[config.mk]
export PLATFORM = sky130hd
export DESIGN_NAME = id_stage_pipe
export DESIGN_NICKNAME = d
export VERILOG_FILES = /design/src/rtl/id_pkg.sv /design/src/rtl/id_imm_gen.sv /design/src/rtl/id_stage_pipe.sv
export SDC_FILE = /design/constraint.sdc
export NUM_CORES = 1
export LEC_CHECK = 0
export CAP_MARGIN = 20
export CORE_MARGIN = 2
export CORE_UTILIZATION = 38
export DETAILED_ROUTE_END_ITERATION = 8
export GPL_ROUTABILITY_DRIVEN = 0
export PLACE_DENSITY_LB_ADDON = 0.15
export SLEW_MARGIN = 25
export SYNTH_ARGS = -nofsm -noshare
export SYNTH_HDL_FRONTEND = slang
export SYNTH_SLANG_ARGS = --single-unit
[constraint.sdc]
create_clock -name clk -period 2.4 [get_ports clk]
set_input_delay 0.72 -clock clk [delete_from_list [all_inputs] [get_ports clk]]
set_output_delay 0.72 -clock clk [all_outputs]
set_load 0.01 [all_outputs]
[src/rtl/id_pkg.sv]
// Shared decode constants for the RV32I ID stage: opcode classes, control-bundle bit positions, CTRL_W.
// ID_RV32M_EN adds the 'mdu' control bit as the bundle MSB.
package id_pkg;

   localparam logic [6:0] INSTR_TYPE_R   = 7'b0110011;
   localparam logic [6:0] INSTR_TYPE_I   = 7'b0010011;
   localparam logic [6:0] INSTR_TYPE_IL  = 7'b0000011;
   localparam logic [6:0] INSTR_TYPE_S   = 7'b0100011;
   localparam logic [6:0] INSTR_TYPE_B   = 7'b1100011;
   localparam logic [6:0] INSTR_TYPE_J   = 7'b1101111;
   localparam logic [6:0] INSTR_TYPE_JR  = 7'b1100111;
   localparam logic [6:0] INSTR_TYPE_U   = 7'b0110111;
   localparam logic [6:0] INSTR_TYPE_UPC = 7'b0010111;

   localparam logic [6:0] FUNCT7_MULDIV  = 7'b0000001;

   localparam int CTRL_REGWRITE = 0;
   localparam int CTRL_MEMWRITE = 1;
   localparam int CTRL_MEMTOREG = 2;
   localparam int CTRL_MEMREAD  = 3;
   localparam int CTRL_BRANCH   = 4;
   localparam int CTRL_JUMP     = 5;
   localparam int CTRL_ALUSRC   = 6;
   localparam int CTRL_MDU      = 7;

`ifdef ID_RV32M_EN
   localparam int CTRL_W = 8;
`else
   localparam int CTRL_W = 7;
`endif

endpackage

[src/rtl/id_imm_gen.sv]
// Combinational RV32I immediate generator: picks the immediate format from the opcode and
// sign-extends it to XLEN. Unaffected by ID_RV32M_EN (R-type carries no immediate).
module id_imm_gen
   import id_pkg::*;
#(
   parameter int XLEN = 32
) (
   input  logic [31:0]     instr,
   output logic [XLEN-1:0] imm
);

   logic signed [11:0] i_imm;
   logic signed [11:0] s_imm;
   logic signed [12:0] b_imm;
   logic signed [20:0] j_imm;
   logic signed [31:0] u_imm;

   assign i_imm = instr[31:20];
   assign s_imm = {instr[31:25], instr[11:7]};
   assign b_imm = {instr[31], instr[7], instr[30:25], instr[11:8], 1'b0};
   assign j_imm = {instr[31], instr[19:12], instr[20], instr[30:21], 1'b0};
   assign u_imm = {instr[31:12], 12'b0};

   always_comb begin
      imm = '0;
      case (instr[6:0])
         INSTR_TYPE_I, INSTR_TYPE_IL, INSTR_TYPE_JR: imm = XLEN'(i_imm);
         INSTR_TYPE_S:                               imm = XLEN'(s_imm);
         INSTR_TYPE_B:                               imm = XLEN'(b_imm);
         INSTR_TYPE_J:                               imm = XLEN'(j_imm);
         INSTR_TYPE_U, INSTR_TYPE_UPC:               imm = XLEN'(u_imm);
         default:                                    imm = '0;
      endcase
   end

endmodule

[src/rtl/id_stage_pipe.sv]
// RV32I decode stage with one ID/EX register, WB bypass, load-use bubble insertion and flush.
// Define ID_RV32M_EN to accept funct7=0000001 R-type as MUL/DIV (adds the 'mdu' control MSB).
module id_stage_pipe
   import id_pkg::*;
#(
   parameter int XLEN   = 32,
   parameter int REG_AW = 5,
   parameter int CTRL_W = id_pkg::CTRL_W
) (
   input  logic              clk,
   input  logic              rst_n,
   input  logic              if_valid_i,
   output logic              if_ready_o,
   input  logic [31:0]       if_instr_i,
   input  logic [XLEN-1:0]   if_pc_i,
   input  logic              flush_i,
   output logic [REG_AW-1:0] rf_rs1_addr_o,
   output logic [REG_AW-1:0] rf_rs2_addr_o,
   input  logic [XLEN-1:0]   rf_rs1_data_i,
   input  logic [XLEN-1:0]   rf_rs2_data_i,
   input  logic              wb_wen_i,
   input  logic [REG_AW-1:0] wb_rd_i,
   input  logic [XLEN-1:0]   wb_data_i,
   input  logic              ex_memread_i,
   input  logic [REG_AW-1:0] ex_rd_i,
   output logic              ex_valid_o,
   input  logic              ex_ready_i,
   output logic [XLEN-1:0]   ex_pc_o,
   output logic [XLEN-1:0]   ex_rs1_data_o,
   output logic [XLEN-1:0]   ex_rs2_data_o,
   output logic [XLEN-1:0]   ex_imm_o,
   output logic [REG_AW-1:0] ex_rd_o,
   output logic [3:0]        ex_funct_o,
   output logic [CTRL_W-1:0] ex_ctrl_o,
   output logic              ex_illegal_o
);

   logic [6:0]        opc;
   logic [2:0]        funct3;
   logic [6:0]        funct7;
   logic              uses_rs1, uses_rs2, illegal_d;
   logic [CTRL_W-1:0] ctrl_d;
   logic [3:0]        funct_d;
   logic [REG_AW-1:0] rd_d, rs1_a, rs2_a;
   logic [XLEN-1:0]   imm_d, rs1_d, rs2_d;
   logic              adv, hz;

   logic              vld_p1, illegal_p1;
   logic [XLEN-1:0]   pc_p1, rs1_p1, rs2_p1, imm_p1;
   logic [REG_AW-1:0] rd_p1;
   logic [3:0]        funct_p1;
   logic [CTRL_W-1:0] ctrl_p1;

   // WB bypass; x0 and unused sources always read zero
   function automatic logic [XLEN-1:0] read_operand(input logic [REG_AW-1:0] a,
                                                    input logic [XLEN-1:0]   rf_d,
                                                    input logic              wen,
                                                    input logic [REG_AW-1:0] wrd,
                                                    input logic [XLEN-1:0]   wd);
      if (a == '0)
         return '0;
      else if (wen && wrd == a)
         return wd;
      else
         return rf_d;
   endfunction

   assign opc    = if_instr_i[6:0];
   assign funct3 = if_instr_i[14:12];
   assign funct7 = if_instr_i[31:25];

   always_comb begin
      uses_rs1  = 1'b0;
      uses_rs2  = 1'b0;
      illegal_d = 1'b0;
      ctrl_d    = '0;
      funct_d   = {1'b0, funct3};
      rd_d      = if_instr_i[7 +: REG_AW];
      case (opc)
         INSTR_TYPE_R: begin
            uses_rs1 = 1'b1;
            uses_rs2 = 1'b1;
            if (funct7 == FUNCT7_MULDIV) begin
`ifdef ID_RV32M_EN
               ctrl_d[CTRL_MDU]      = 1'b1;
               ctrl_d[CTRL_REGWRITE] = 1'b1;
`else
               illegal_d = 1'b1;
`endif
            end else begin
               ctrl_d[CTRL_REGWRITE] = 1'b1;
               funct_d               = {funct7[5], funct3};
            end
         end
         INSTR_TYPE_I: begin
            uses_rs1              = 1'b1;
            ctrl_d[CTRL_ALUSRC]   = 1'b1;
            ctrl_d[CTRL_REGWRITE] = 1'b1;
            // funct7[5] only distinguishes SRAI from SRLI
            if (funct3 == 3'b101)
               funct_d = {funct7[5], funct3};
         end
         INSTR_TYPE_IL: begin
            uses_rs1              = 1'b1;
            ctrl_d[CTRL_ALUSRC]   = 1'b1;
            ctrl_d[CTRL_MEMREAD]  = 1'b1;
            ctrl_d[CTRL_MEMTOREG] = 1'b1;
            ctrl_d[CTRL_REGWRITE] = 1'b1;
         end
         INSTR_TYPE_S: begin
            uses_rs1              = 1'b1;
            uses_rs2              = 1'b1;
            ctrl_d[CTRL_ALUSRC]   = 1'b1;
            ctrl_d[CTRL_MEMWRITE] = 1'b1;
            rd_d                  = '0;
         end
         INSTR_TYPE_B: begin
            uses_rs1            = 1'b1;
            uses_rs2            = 1'b1;
            ctrl_d[CTRL_BRANCH] = 1'b1;
            rd_d                = '0;
         end
         INSTR_TYPE_J: begin
            ctrl_d[CTRL_JUMP]     = 1'b1;
            ctrl_d[CTRL_REGWRITE] = 1'b1;
         end
         INSTR_TYPE_JR: begin
            uses_rs1              = 1'b1;
            ctrl_d[CTRL_JUMP]     = 1'b1;
            ctrl_d[CTRL_REGWRITE] = 1'b1;
            ctrl_d[CTRL_ALUSRC]   = 1'b1;
         end
         INSTR_TYPE_U, INSTR_TYPE_UPC: begin
            ctrl_d[CTRL_ALUSRC]   = 1'b1;
            ctrl_d[CTRL_REGWRITE] = 1'b1;
         end
         default: illegal_d = 1'b1;
      endcase
   end

   assign rs1_a         = uses_rs1 ? if_instr_i[15 +: REG_AW] : '0;
   assign rs2_a         = uses_rs2 ? if_instr_i[20 +: REG_AW] : '0;
   assign rf_rs1_addr_o = rs1_a;
   assign rf_rs2_addr_o = rs2_a;

   assign rs1_d = read_operand(rs1_a, rf_rs1_data_i, wb_wen_i, wb_rd_i, wb_data_i);
   assign rs2_d = read_operand(rs2_a, rf_rs2_data_i, wb_wen_i, wb_rd_i, wb_data_i);

   id_imm_gen #(.XLEN(XLEN)) u_imm_gen (
      .instr (if_instr_i),
      .imm   (imm_d)
   );

   assign adv = !vld_p1 || ex_ready_i;
   assign hz  = if_valid_i && ex_memread_i && (ex_rd_i != '0) &&
                ((ex_rd_i == rs1_a && uses_rs1) || (ex_rd_i == rs2_a && uses_rs2));
   assign if_ready_o = flush_i || (adv && !hz);

   // ---- ID -> EX register boundary ----
   always_ff @(posedge clk or negedge rst_n) begin
      if (!rst_n) begin
         vld_p1     <= 1'b0;
         pc_p1      <= '0;
         rs1_p1     <= '0;
         rs2_p1     <= '0;
         imm_p1     <= '0;
         rd_p1      <= '0;
         funct_p1   <= '0;
         ctrl_p1    <= '0;
         illegal_p1 <= 1'b0;
      end else if (flush_i) begin
         vld_p1 <= 1'b0;
      end else if (adv && hz) begin
         vld_p1 <= 1'b0;
      end else if (adv) begin
         vld_p1 <= if_valid_i;
         if (if_valid_i) begin
            pc_p1      <= if_pc_i;
            rs1_p1     <= rs1_d;
            rs2_p1     <= rs2_d;
            imm_p1     <= imm_d;
            rd_p1      <= rd_d;
            funct_p1   <= funct_d;
            ctrl_p1    <= ctrl_d;
            illegal_p1 <= illegal_d;
         end
      end
   end

   assign ex_valid_o    = vld_p1;
   assign ex_pc_o       = pc_p1;
   assign ex_rs1_data_o = rs1_p1;
   assign ex_rs2_data_o = rs2_p1;
   assign ex_imm_o      = imm_p1;
   assign ex_rd_o       = rd_p1;
   assign ex_funct_o    = funct_p1;
   assign ex_ctrl_o     = ctrl_p1;
   assign ex_illegal_o  = illegal_p1;

endmodule

Word-level counts from Yosys, hierarchy flattened
Cells that the tools add are included.

word-level totals
  register bits after elaboration = 146
  bits of input ports = 177
  output and inout bits = 157
  word-level logic and storage cells = 79

cells by class
  equality and inequality tests = 15
  muxes and demuxes = 25
  bitwise logic cells = 2
  reduce and logical (&&, ||, !) cells = 28

operators with widths
  kind                  count
  $pmux W32 S5          1
  $mux W32              4
  $eq A7 B6 Y1 const B  3
  $eq A7 B7 Y1 const B  3
  $eq A5 B5 Y1          4
  $reduce_or A6 Y1      3
  $mux W5               3
  $eq A7 B5 Y1 const B  2
  $mux W1               11
  $logic_not A5 Y1      2
  $logic_and A1 B1 Y1   9
  $mux W4               2
  $pmux W4 S2           1
  $reduce_or A8 Y1      1
  $eq A7 B1 Y1 const B  1
  $eq A7 B2 Y1 const B  1
  $reduce_or A2 Y1      3
  $reduce_or A3 Y1      2
  $reduce_bool A5 Y1    1
  $pmux W1 S2           2
  $reduce_and A4 Y1     1
  $eq A3 B3 Y1 const B  1
  $logic_or A1 B1 Y1    3
  $reduce_bool A3 Y1    1
  3 further kinds       5

Depth between registers and ports, before layout
  depth in word-level cells = 11
  depth in mapped cells = 10
  depth with buffers taken out = 6

Modules after synthesis
From an unflattened synthesis, not the netlist that was laid out.

second synthesis, totals
  cell total of the unflattened synthesis = 717
  area, all modules = 7372.1 um2

modules (own cells, without submodules)
  module         instances  cells an instance  area an instance (um2)  sequential area each (um2)
  id_stage_pipe  1          638                6825.3                  3628.5
  id_imm_gen     1          79                 546.8                   0.0

Worst setup path after synthesis
No wires, ideal clock.

  path type = input port to output port
  start point = input ex_rd_i[1]
  end point = output if_ready_o
  data arrival time = 1786 ps
  data required time = 1680 ps
  setup slack = -106 ps
  stages on the path = 6
  cell sequence = or4_1 > o211ai_2 > nor4_1 > nand2_2 > o211ai_1 > nand2b_1

on the way
  cells in the longest elaborated chain, start to end = 7

RTL lines
  what                     RTL line              RTL
  from (decl)              id_stage_pipe.sv:25   input logic [REG_AW-1:0] ex_rd_i,
  $eq A5 B5 Y1             id_stage_pipe.sv:156  ((ex_rd_i == rs1_a && uses_rs1) || (ex_rd_i == rs2_a && uses_rs2));
  $logic_and A1 B1 Y1      id_stage_pipe.sv:156
  $logic_or A1 B1 Y1       id_stage_pipe.sv:156
  $logic_and A1 B1 Y1 (*)  id_stage_pipe.sv:155  assign hz = if_valid_i && ex_memread_i && (ex_rd_i != '0) &&
  $logic_not A1 Y1 (*)     id_stage_pipe.sv:157  assign if_ready_o = flush_i || (adv && !hz);
  $logic_and A1 B1 Y1 (*)  id_stage_pipe.sv:157
  $logic_or A1 B1 Y1 (*)   id_stage_pipe.sv:157
  to (decl)                id_stage_pipe.sv:13   output logic if_ready_o,

Every way passes the cells marked *; elsewhere a longest branch is shown, timed or not.

Final worst setup path
  start point = input ex_rd_i[3]
  end point = output if_ready_o

Same word-level chain as after synthesis.

==> run metrics <==
combined area of all synthesized cells=7100 um^2; actual transition at the worst max-transition pin=roughly 0.51 ns; required time at the worst-slack endpoint=1.68 ns; routed wire length=between 20000 and 30000 um; Max Fclk=approximately 360 MHz; number of global-route vias before repair=6983; critical path cell sequence=buf_6 > or4_4 > o211ai_4 > nand3b_4 > o211ai_1 > nand2b_1 > buf_6; later-pin clock latency in the skew report=around 0.43 ns; share of post-route cells with drive strength above 1=between 20 and 30%; mean routed wirelength per cell=roughly 21 um; antenna violations before repair=2; count of routing violations after the opening detailed-route iteration=roughly 320; worst setup path startpoint=ex_rd_i[3]; source of the worst register-to-register timing path=ex_valid_o; Max stage delay cell, worst path=or4_4; number of filler instances in the final layout=between 1000 and 1500; remaining antenna violation count=0; sum of negative setup slack=-7.27 ns; most instantiated cells after synthesis=145 x dfrtp_1, 96 x mux2i_1, 64 x o2bb2ai_1, 48 x mux2_2, 37 x inv_1; pwr dens=approximately 530 nW/um^2; type of the worst min-delay path=in -> async; kind of end point of the critical path=output port; number of sinks driven by the clock tree=between 100 and 150; area of the multi-input gates=around 3500 um^2; initial core utilization=39.1%; CP max stage delay=0.53 ns; RSZ-0062 raised after global routing=yes; maximum number of pins on one net before global-route repair=66; ranking of synthesized cells by area=dfrtp_1 51%, mux2i_1 14%, o2bb2ai_1 7.9%; number of enable flip-flop cells after synthesis=0; library cells used by synthesis=between 50 and 60; largest buffer count on any clock path=2; worst r2r dst=ex_pc_o[16]; share of synthesized area occupied by flip-flops and latches=about half; average cell area after synthesis=roughly 12 um^2; number of buffers created by CTS=17; arrival time of the worst setup path=between 2 and 2.5 ns; period utilization=116%; number of nets produced by synthesis=roughly 760; Crit Path Class=in -> out; slew margin rel.=65.3%; post-synthesis sequential element count=around 150; Buffers on Ports=333; first-pass GRT wire length=40200 um; number of vias in the routed layout=roughly 6700; Final WS setup=-0.396 ns; area of the die=19800 um^2; grt total ovfl=0; vertical extent of the die=around 140 um; clock tree from TritonCTS=built; placeable core region=approximately 18000 um^2; static leakage power=roughly 0.006 uW; number of cell rows=between 40 and 50; violations in the final reports=negative setup slack; final setup violation count=85; Worst IR Drop VDD=about 0.44 mV; Pre-Repair DR Iteration Count=5; critical path's most frequent cell=buf_6; Max Cap Violations=0; crit path to=if_ready_o; top fanout value on the critical path=2; number of primary I/O pins=around 330; Hold Vio Cnt, Final=0; count leader, synth=dfrtp_1; horizontal die dimension=approximately 140 um; async set-reset flop share out of synthesis=100%; relative area change from synthesis to final layout=82.5%; share of Yosys cell area claimed by the top area cell type=between 50% and 60%; Final nets=about 1200; CTS clock-pin slew for the worst setup and hold paths=~0.07 ns; cell taking the most area after synthesis=dfrtp_1; Total Routing Usage GR=roughly a quarter; worst reg2reg setup slack=between 0.5 and 0.6 ns; sequential standard cell area=3630 um^2; Max Transition Viols Final=0; final design utilization=71.4%; final worst path period need=between 2 and 3 ns; hold buffer count at CTS=0; result of the run=finished, violations left; via density per instance=5.29; count of H-tree levels built during CTS=4; worst r2r path cells=8; dominant synthesized flop cell=dfrtp_1; number of warning messages in the yosys log=0; Worst Skew=0.0118 ns; root cell of the clock tree=clkbuf_16; Remaining DRCs=0; startpoint type of the worst setup path=input pin; cell count after synthesis=between 500 and 600; half-perimeter wire length of the detailed placement result=around 19000 um
[report_power, final]
part	internal (uW)	switching [uW]
sequential	2610	97.6
combinational	963	584
clock	1500	1120
[layout by cell type, fill, tap and decap left out, drive strengths merged, types with 2 or more instances in the layout]
master and n:
clkdlybuf4s50 296, buf 156, dfrtp 145, mux2i 96, o2bb2ai 64, mux2 48
inv 42, clkbuf 28, a21oi 21, nand2 20, nor2 9, dlygate4sd2 8
o21ai 8, and3 8, xor2 7, xnor2 6, and2 6, a22o 5
a31oi 5, o211ai 5, nand3 4, nand3b 4, and3b 4, nor4 4
nand2b 3, nor4bb 3, clkinvlp 3, nor3 3, clkinv 3, diode 2
o32ai 2, o22ai 2, or2 2, nor2b 2, o21a 2
[stage by stage]
| step | setup WS, ns | hold WS [ns] | total power (uW) | instance area [um^2] | cells |
|---|---|---|---|---|---|
| floorplan | -0.102 | 0.424 | 3250 | 7310 | 579 |
| global placement | -1.15 | 0.472 | 4140 | 11600 | 1197 |
| detailed placement | -1.14 | 0.473 | 4160 | 11600 | 1197 |
| CTS | -0.424 | 0.183 | 6850 | 12500 | 1248 |
| global route | -0.435 | 0.186 | 7130 | 12900 | 1272 |
| finish | -0.396 | 0.175 | 6870 | 13000 | 1274 |
[how the worst min path moves through the flow]
stage / startpoint / end / slack (ns) / cells after the start
floorplan: rst_n / ex_ctrl_o[0] / 0.42 / 0
global placement: ex_rs1_data_o[4] / ex_rs1_data_o[4] / 0.47 / 1
detailed placement: ex_rs1_data_o[25] / ex_rs1_data_o[25] / 0.47 / 1
CTS: rst_n / ex_imm_o[6] / 0.18 / 1
global route: rst_n / ex_imm_o[6] / 0.19 / 1
finish: rst_n / ex_imm_o[6] / 0.18 / 1
[kinds of logic (layout without fill, tap and decap cells)]
logic type	Yosys count	after routing	synth area share (%)
other	0	2	0
AOI/OAI and AO/OA	124	124	13.8
xor gates and xnor gates	13	13	1.60
muxes	144	144	21.2
buffers and inverters	75	539	5.89
and+or+nand+nor	78	78	6.38
DFF	145	145	51.1
[state kept, by name, summed over array words and instances (netlist names)]
signal and count:
ex_imm_o 32, ex_pc_o 32, ex_rs1_data_o 32, ex_rs2_data_o 32, ex_ctrl_o 6, ex_rd_o 5
ex_funct_o 4, ex_illegal_o 1, ex_valid_o 1
[layer usage]
| metal | vias up | track usage, % | routed length, um |
|---|---|---|---|
| met5 | - | 0 | 0 |
| met4 | 0 | 8.16 | 567 |
| met3 | 39 | 7.30 | 2010 |
| met2 | 302 | 44.6 | 14000 |
| met1 | 3363 | 32.8 | 10700 |
| li1 | 3032 | - | - |
[area by class of cell]
| type | instances | share of cell area (%) |
|---|---|---|
| multi-input combinational | 359 | 27.1 |
| sequential | 145 | 28.0 |
| tap | 229 | 2.21 |
| clock inverter | 12 | 0.937 |
| inverter | 37 | 1.07 |
| antenna | 2 | 0.0386 |
| clock buffer | 20 | 3.53 |
| timing repair buffer | 470 | 37.2 |
[repair_timing]
action | in CTS | in global routing
buffers inserted | 13 | 27
resized for setup | 143 | 72
gates cloned | 6 | 4
pin swaps | 21 | 21
setup endpoints to repair | 155 | 130
[worst max-delay path, delay by kind of cell]
kind | cells | cell delay [ns]
and+or+nand+nor | 3 | 0.81
buffers and inverters | 2 | 0.20
AOI/OAI and AO/OA | 2 | 0.33
Note: power is estimated with default switching activity, not from simulation.
